**src/rtl/trace_pkg.sv**
```systemverilog
// Shared debug trace definitions.
// Trigger state encoding and match-mode constants.
package trace_pkg;

  typedef enum logic [2:0] {
    IDLE    = 3'd0,
    PREFILL = 3'd1,
    ARMED   = 3'd2,
    DELAY   = 3'd3,
    FIRED   = 3'd4
  } trig_state_t;

  localparam logic [1:0] TRIG_LEVEL  = 2'd0;
  localparam logic [1:0] TRIG_RISE   = 2'd1;
  localparam logic [1:0] TRIG_CHANGE = 2'd2;

endpackage

```
**src/rtl/trace_match.sv**
```systemverilog
// Masked pattern compare and change detect.
// Emits the per-mode qualifying event.
module trace_match
  import trace_pkg::*;
#(
  parameter int WIDTH = 64
) (
  input  logic [WIDTH-1:0] sample,
  input  logic [WIDTH-1:0] prev_sample,
  input  logic [WIDTH-1:0] value,
  input  logic [WIDTH-1:0] mask,
  input  logic [1:0]       mode,
  input  logic             prev_m,
  input  logic             prev_valid,
  output logic             m,
  output logic             evt
);

  logic chg;

  assign m   = ((sample ^ value) & mask) == '0;
  assign chg = ((sample ^ prev_sample) & mask) != '0;

  // Reserved mode falls back to level matching.
  always_comb begin
    evt = m;
    unique case (1'b1)
      mode == TRIG_RISE:   evt = m && !prev_m;
      mode == TRIG_CHANGE: evt = prev_valid && chg;
      default:             evt = m;
    endcase
  end

endmodule

```
**src/rtl/trace_trigger.sv**
```systemverilog
// Trace trigger qualification stage.
// Drives arm/trigger/sample_out of the capture buffer.
module trace_trigger
  import trace_pkg::*;
#(
  parameter int WIDTH = 64,
  parameter int CNT_W = 16
) (
  input  logic             clk,
  input  logic             rst,
  input  logic             start,
  input  logic             stop,
  input  logic [WIDTH-1:0] cfg_value,
  input  logic [WIDTH-1:0] cfg_mask,
  input  logic [1:0]       cfg_mode,
  input  logic [CNT_W-1:0] cfg_count,
  input  logic [CNT_W-1:0] cfg_delay,
  input  logic [CNT_W-1:0] cfg_prefill,
  input  logic [WIDTH-1:0] sample_in,
  output logic [WIDTH-1:0] sample_out,
  output logic             arm,
  output logic             trigger,
  output logic             busy,
  output logic [2:0]       state_o,
  output logic [CNT_W-1:0] hit_count
);

  trig_state_t state, state_nxt;

  logic [WIDTH-1:0] val_q, mask_q, prev_sample;
  logic [1:0]       mode_q;
  logic [CNT_W-1:0] count_q, delay_q, prefill_q;
  logic [CNT_W-1:0] cnt_q, cnt_nxt, cnt_inc, hit_sat;
  logic             prev_m, prev_valid;
  logic             m, evt, hit_inc;

  trace_match #(.WIDTH(WIDTH)) u_match (
    .sample      (sample_in),
    .prev_sample (prev_sample),
    .value       (val_q),
    .mask        (mask_q),
    .mode        (mode_q),
    .prev_m      (prev_m),
    .prev_valid  (prev_valid),
    .m           (m),
    .evt         (evt)
  );

  assign cnt_inc = cnt_q + CNT_W'(1);
  assign hit_sat = (&hit_count) ? hit_count
                                : hit_count + CNT_W'(1);
  assign state_o = state;

  // State register.
  always_ff @(posedge clk) begin
    if (rst) state <= IDLE;
    else     state <= state_nxt;
  end

  // Next state, shared cycle counter and hit increment.
  always_comb begin
    state_nxt = state;
    cnt_nxt   = cnt_inc;
    hit_inc   = 1'b0;
    unique case (state)
      IDLE: begin
        cnt_nxt = '0;
        if (start)
          state_nxt = (cfg_prefill == '0) ? ARMED : PREFILL;
      end
      PREFILL: begin
        if (cnt_inc == prefill_q) begin
          state_nxt = ARMED;
          cnt_nxt   = '0;
        end
      end
      ARMED: begin
        cnt_nxt = '0;
        if (evt) begin
          hit_inc = 1'b1;
          if (hit_sat == count_q)
            state_nxt = (delay_q == '0) ? FIRED : DELAY;
        end
      end
      DELAY: begin
        if (cnt_inc == delay_q) begin
          state_nxt = FIRED;
          cnt_nxt   = '0;
        end
      end
      FIRED:   cnt_nxt = '0;
      default: state_nxt = IDLE;
    endcase
    // Stop wins over start and over a same-cycle fire.
    if (stop) begin
      state_nxt = IDLE;
      cnt_nxt   = '0;
      hit_inc   = 1'b0;
    end
  end

  // Registered outputs, config latch and previous-sample tracking.
  always_ff @(posedge clk) begin
    if (rst) begin
      cnt_q       <= '0;
      sample_out  <= '0;
      arm         <= 1'b0;
      trigger     <= 1'b0;
      busy        <= 1'b0;
      hit_count   <= '0;
      val_q       <= '0;
      mask_q      <= '0;
      mode_q      <= TRIG_LEVEL;
      count_q     <= CNT_W'(1);
      delay_q     <= '0;
      prefill_q   <= '0;
      prev_sample <= '0;
      prev_m      <= 1'b1;
      prev_valid  <= 1'b0;
    end else begin
      cnt_q      <= cnt_nxt;
      sample_out <= sample_in;
      arm        <= state_nxt != IDLE;
      trigger    <= (state_nxt == FIRED) && (state != FIRED);
      busy       <= (state_nxt == PREFILL) ||
                    (state_nxt == ARMED) ||
                    (state_nxt == DELAY);
      if (hit_inc) hit_count <= hit_sat;
      if (state == IDLE) begin
        prev_m     <= 1'b1;
        prev_valid <= 1'b0;
        if (start && !stop) begin
          val_q     <= cfg_value;
          mask_q    <= cfg_mask;
          mode_q    <= cfg_mode;
          count_q   <= (cfg_count == '0) ? CNT_W'(1) : cfg_count;
          delay_q   <= cfg_delay;
          prefill_q <= cfg_prefill;
          hit_count <= '0;
        end
      end else begin
        prev_sample <= sample_in;
        prev_m      <= m;
        prev_valid  <= 1'b1;
      end
    end
  end

endmodule

```
**config.mk**
```make
export PLATFORM = sky130hd
export DESIGN_NAME = trace_trigger
export DESIGN_NICKNAME = d
export VERILOG_FILES = /design/src/rtl/trace_pkg.sv /design/src/rtl/trace_match.sv /design/src/rtl/trace_trigger.sv
export SDC_FILE = /design/constraint.sdc
export NUM_CORES = 1
export LEC_CHECK = 0
export BUFFER_PORTS_ARGS = -buffer_cell sky130_fd_sc_hd__buf_2
export CORE_MARGIN = 3
export CORE_UTILIZATION = 54
export DETAILED_ROUTE_END_ITERATION = 10
export PLACE_DENSITY = 0.84
export SYNTH_ARGS = -nofsm -noshare
export SYNTH_HDL_FRONTEND = slang
export SYNTH_SLANG_ARGS = --single-unit
```
**constraint.sdc**
```tcl
create_clock -name clk -period 3.7 [get_ports clk]
set_input_delay 0.37 -clock clk [delete_from_list [all_inputs] [get_ports clk]]
set_output_delay 0.37 -clock clk [all_outputs]
set_load 0.005 [all_outputs]
```
Word level (Yosys, flattened, before mapping)
Index checks and enable logic that the tools add are counted.
Word-level totals
  register bits after elaboration: 346
  input port bits: 246
  output and inout port bits: 86
  logic and storage cells: 78
Operators by class
  add/sub/neg operators: 2
  equal/unequal tests: 14
  multiplexer cells: 22
  bitwise gates (word level): 4
  reductions and logical operators: 20
Operator list (count)
  64-bit bitwise AND: 2
  64-bit bitwise XOR: 2
  16-bit 2-to-1 mux: 7
  64-bit logical NOT: 1
  64-bit nonzero test: 1
  16-bit == test: 3
  16-bit logical NOT: 3
  16-bit one-hot mux with 3 select lines: 1
  16-bit by 1-bit adder with 16-bit output, second input constant: 2
  3-bit 2-to-1 mux: 7
  16-bit AND reduction: 1
  3-bit one-hot mux with 5 select lines: 1
  3-bit by 2-bit == test with 1-bit output, second input constant: 4
  3-bit by 1-bit == test with 1-bit output, second input constant: 2
  3-bit == test, second input constant: 2
  1-bit logical AND: 4
  1-bit 2-to-1 mux: 4
  2-bit OR reduction: 2
  3-bit logical NOT: 1
  3-bit != test, second input constant: 1
  3-bit nonzero test: 1
  3-bit OR reduction: 1
  2-bit by 1-bit == test with 1-bit output, second input constant: 1
  2-bit == test, second input constant: 1
  other kinds (5): 7

Depth between registers and ports, before layout
  depth after elaboration: 11
  mapped depth: 12
  gate-level depth less buffers: 10

By module
Synthesis repeated with hierarchy kept, for this count alone.
Unflattened totals
  cell total of the unflattened synthesis: 1459
  area total of the unflattened synthesis: 14431.3 µm²
Modules (own cells, without submodules)
  trace_trigger: times used 1, cells an instance 1238, area an instance 12618.4 µm², seq. area each 6926.6 µm²
  trace_match: times used 1, cells an instance 221, area an instance 1813.0 µm², seq. area each 0.0 µm²

Least setup slack after synthesis
No wires, ideal clock.
  path kind: reg-to-reg
  from: register cnt_q[1]
  to: register arm
  setup time: 0.127 ns
  arrival: 3.129 ns
  slack: 0.444 ns
  stages on the path, launching flop included: 10
  buffers on the path: 0
  path through: dfxtp_1 ha_1 nand4_2 nor4_1 xnor2_1 xnor2_1 a2111o_1 or4_4 a32o_1 or3_1
Between the ends
  word-level cells in the longest chain between the ends: 6
  elaborated cells between the ends (all ways): 8
  classes of those cells: add/sub: 1; eq/ne: 2; mux: 4; reduce/logical: 1
RTL lines
  start, declared: RTL line trace_trigger.sv:33  | logic [CNT_W-1:0] cnt_q, cnt_nxt, cnt_inc, hit_sat;
  start signal, assigned: RTL line trace_trigger.sv:121  | cnt_q <= cnt_nxt;
  16-bit by 1-bit adder with 16-bit output *: RTL line trace_trigger.sv:49  | assign cnt_inc = cnt_q + CNT_W'(1);
  16-bit == test (on tied branches): RTL line trace_trigger.sv:86, trace_trigger.sv:72
  3-bit 2-to-1 mux (on tied branches): RTL line trace_trigger.sv:86, trace_trigger.sv:72
  3-bit one-hot mux with 5 select lines *: RTL line trace_trigger.sv:65  | unique case (state)
  3-bit 2-to-1 mux *: RTL line trace_trigger.sv:95  | if (stop) begin
  3-bit nonzero test *: RTL line trace_trigger.sv:123  | arm <= state_nxt != IDLE;
  end signal, assigned: RTL line trace_trigger.sv:107  | arm <= 1'b0;
  end signal, assigned: RTL line trace_trigger.sv:123
  end, declared: RTL line trace_trigger.sv:21  | output logic arm,
Mark *: on every way between the ends. The rest lies on a longest branch, timed or not.
A chain may end at the register's enable or synchronous reset.

Final worst setup path
  from: register hit_count[0]
  to: register arm
Between the ends
  word-level cells in the longest chain between the ends: 8
  elaborated cells between the ends (all ways): 9
  classes of those cells: add/sub: 1; eq/ne: 1; mux: 5; reduce/logical: 2
RTL lines
  start, declared: RTL line trace_trigger.sv:25  | output logic [CNT_W-1:0] hit_count
  start signal, assigned: RTL line trace_trigger.sv:128  | if (hit_inc) hit_count <= hit_sat;
  16-bit by 1-bit adder with 16-bit output / 16-bit AND reduction (equally long branches): RTL line trace_trigger.sv:51, trace_trigger.sv:50
  16-bit 2-to-1 mux *: RTL line trace_trigger.sv:50  | assign hit_sat = (&hit_count) ? hit_count
  16-bit == test *: RTL line trace_trigger.sv:81  | if (hit_sat == count_q)
  3-bit 2-to-1 mux *: RTL line trace_trigger.sv:81
  3-bit 2-to-1 mux *: RTL line trace_trigger.sv:79  | if (evt) begin
  3-bit one-hot mux with 5 select lines *: RTL line trace_trigger.sv:65
  3-bit 2-to-1 mux *: RTL line trace_trigger.sv:95
  3-bit nonzero test *: RTL line trace_trigger.sv:123
Marks and branches as above.

==> impl_metrics.ini <==
[status]
run_status = completed

[route]
drcViolationCount = 0
drtIter0Drc = 1322
drtPass1Iterations = 5
drt-met1-wl_mm = 19.2
dr.max_layer_used = met5
vias = 12800
wire_per_inst_um = 21.9
dr_wl_met2_mm = 22.0
viasPerCell = 5.97
routed-wl-met3_mm = 3.90
wl_mm = 46.9
antenna_left = 0

[critical_path]
cpLargestDelayFamily = simple AND/OR/NAND/NOR gates
worstSetupPathType = flop to flop
r2r_cells = 10
start_kind = flop
path_cells = ha_1 > nand3_1 > or4_4 > and3_1 > xnor2_1 > o2111ai_1 > nor4_2 > o2111ai_1 > a32o_1 > or3_1
slowest_stage = or4_4
crit_buf_inv = 0
cp.depth = 10
worst_ep_required_time_ns = 4.09
critPathMaxFanout = 11
crit_path_end_kind = flop
cpPeakStageDelay_ns = 0.56
crit_top_cell = o2111ai_1
worst_ep_arrival_time_ns = 3.88

[logic_synthesis]
synth_async_sr_flop_share_pct = 0
synth_edf_count = 0
synthAdderAreaFrac_pct = 0.346
post-synth-top-area-cell = dfxtp_1
synth_seq_cells = 346
synthDistinctLibCells = 70
synthMuxAreaShare_pct = 0.415
yosysMostFrequentCell = dfxtp_1
yosys_warnings = 0
yosys.area_share.xor_xnor_pct = 12.1
yosys.area_share.simple_pct = 15.5
synth_common_cells = dfxtp_1 (346), a22o_1 (178), nand2_1 (169), xor2_1 (152), a21oi_1 (82)
netlist_area_um2 = 14500
synth_area_leaders = dfxtp_1 (48%), a22o_1 (11%), xor2_1 (9.2%)
synth_top_area_share_pct = 47.8
synth_seq_area_share_pct = 47.8
synth_flop_cell = dfxtp_1
synth_area_per_cell_um2 = 9.79
synth_nets = 1730
synthCells = 1480
synth_compound_area_share_pct = 20.0
synth_top_family_by_area = compound AO/OA/AOI/OAI gates

[floorplanning]
io_pins = 332
die_w_um = 170
row_count = 59
initial_core_util_pct = 55.3
die-height_um = 170
design.die.area_um2 = 28800
core-area_um2 = 26200

[global_route]
grt_pass1_wl_mm = 70.4
grt_max_degree = 136
antenna_found_initial = 10
grt_usage_pct = 31.1
grt-ovfl-total = 0
grt_pass1_vias = 12400

[placed_design]
dpl_worst_slack_ns = 0.279
dpl_cell_area_um2 = 16300
dp.cells = 2070
numPortBuffers = 331
gp_congestion = 0.948
dp_hpwl_mm = 34.2

[timing]
finalSetupViolCount = 0
skew_ns = 0.0238
max_slew_margin_pct = 35.9
fin_ws_ns = 0.218
fin_crit_ns = 3.48
finalSetupTns_ns = 0
hold_viol = 0
rsz0062_at_grt = no
hold_ws_ns = 0.0424
fmaxAchievable_mhz = 287
report.final.slew_viol_count = 0
post-route-period-util_pct = 94.1
worst_slew_pin_slew_ns = 0.962

[pwr]
intPower_mw = 6.64
combPwrFrac_pct = 10.2
power_mw = 8.86
p_switching_mw = 2.21
ir_drop_uv = 488
power.leakage_nw = 7.54
clkPwrFrac_pct = 44.0
swShare_pct = 25.0
p_per_area_nw_per_um2 = 504
power.share.sequential_pct = 45.7

[min_path]
hp-class = input pin to flop
min_path_cells = 2

[clock_tree]
postCtsSetupBuffers = 0
cts_max_path_buffers = 3
cts-buffers-inserted = 37
cts.repair.resized = 0
cts_tree = built
clock-sinks = 346
insertion_delay_ns = 0.53
cts_max_level = 2
clk_root_buffer_cell = clkbuf_16
cts_hold_repair.buffers = 0
clk_pin_slew_ns = 0.06

[final_layout]
final_area_um2 = 17600
syn_to_final_growth_pct = 21.4
final_util_pct = 67.1
final_cells = 2144
n_fill_cell = 2072
drive_gt1_share_pct = 24.3
nets = 2024

[run]
cap_violations = 0
## worst reg2reg max path: stages (launching register included)
cell       delay [ns]
dfxtp_1          0.49
ha_1             0.33
nand3_1          0.22
or4_4            0.56
and3_1           0.24
xnor2_1          0.17
o2111ai_1        0.14
nor4_2           0.28
o2111ai_1        0.25
a32o_1           0.28
or3_1            0.38
## cells by family after synthesis
family | Yosys count
AOI/OAI and AO/OA | 383
adders and majority gates | 4
xor gates and xnor gates | 200
muxes | 6
and+or+nand+nor | 434
DFF | 346
buffers and inverters | 107
## cell usage in the layout (no fill, tap or decap), drive strengths merged, types with 11 or more instances in the layout
master,netlist,routed
clkbuf,71,51
nand4,31,31
xor2,152,152
clkinv,0,11
nor3,17,17
o21ai,16,16
and3,12,12
a22o,178,178
nor2b,68,68
nor2,52,52
nand2,170,170
nor4,22,22
nand3,22,22
a22oi,57,57
xnor2,48,48
inv,12,13
a21oi,82,82
dfxtp,346,346
buf,24,350
## worst paths after layout
kind	startpoint	end	slack, ns
max	hit_count[0]	arm	0.22
max reg2reg	hit_count[0]	arm	0.22
min	cfg_value[30]	val_q[30]	0.04
min reg2reg	prev_sample[35]	prev_sample[35]	0.46
## sequential cells by signal, indices dropped and copies added (netlist names), 2 cells and up
register,flops
cnt_q,16
count_q,16
delay_q,16
hit_count,16
mask_q,64
mode_q,2
prefill_q,16
prev_sample,64
sample_out,64
state_o,3
val_q,64
## cell type report
cell class / instances / area, µm² / share of cell area (%)
Inverter: 12 / 45.0 / 0.256
Clock inverter: 17 / 221 / 1.26
Multi-Input combinational cell: 1027 / 7040 / 40.0
Sequential cell: 346 / 6930 / 39.4
Clock buffer: 51 / 1080 / 6.14
Tap cell: 335 / 419 / 2.38
Timing Repair Buffer: 350 / 1840 / 10.5
Antenna cell: 6 / 15.0 / 0.0854
## layer usage
layer | GRT usage, % | vias up
met3 | 5.57 | 114
li1 | - | 5907
met2 | 50.6 | 621
met1 | 41.5 | 6142
met5 | 0 | -
met4 | 12.1 | 6
## power groups by stage
| stage | clock network (mW) | registers (mW) | logic [mW] |
|---|---|---|---|
| 5_1_grt | 4.09 | 4.06 | 0.978 |
| 3_5_place_dp | 0 | 4.12 | 0.885 |
| 2_1_floorplan | 0 | 4.08 | 0.485 |
| 6_report | 3.90 | 4.05 | 0.906 |
| 4_1_cts | 3.94 | 4.04 | 0.897 |
| 3_3_place_gp | 0 | 4.12 | 0.870 |
(Power assumes the default switching activity.)
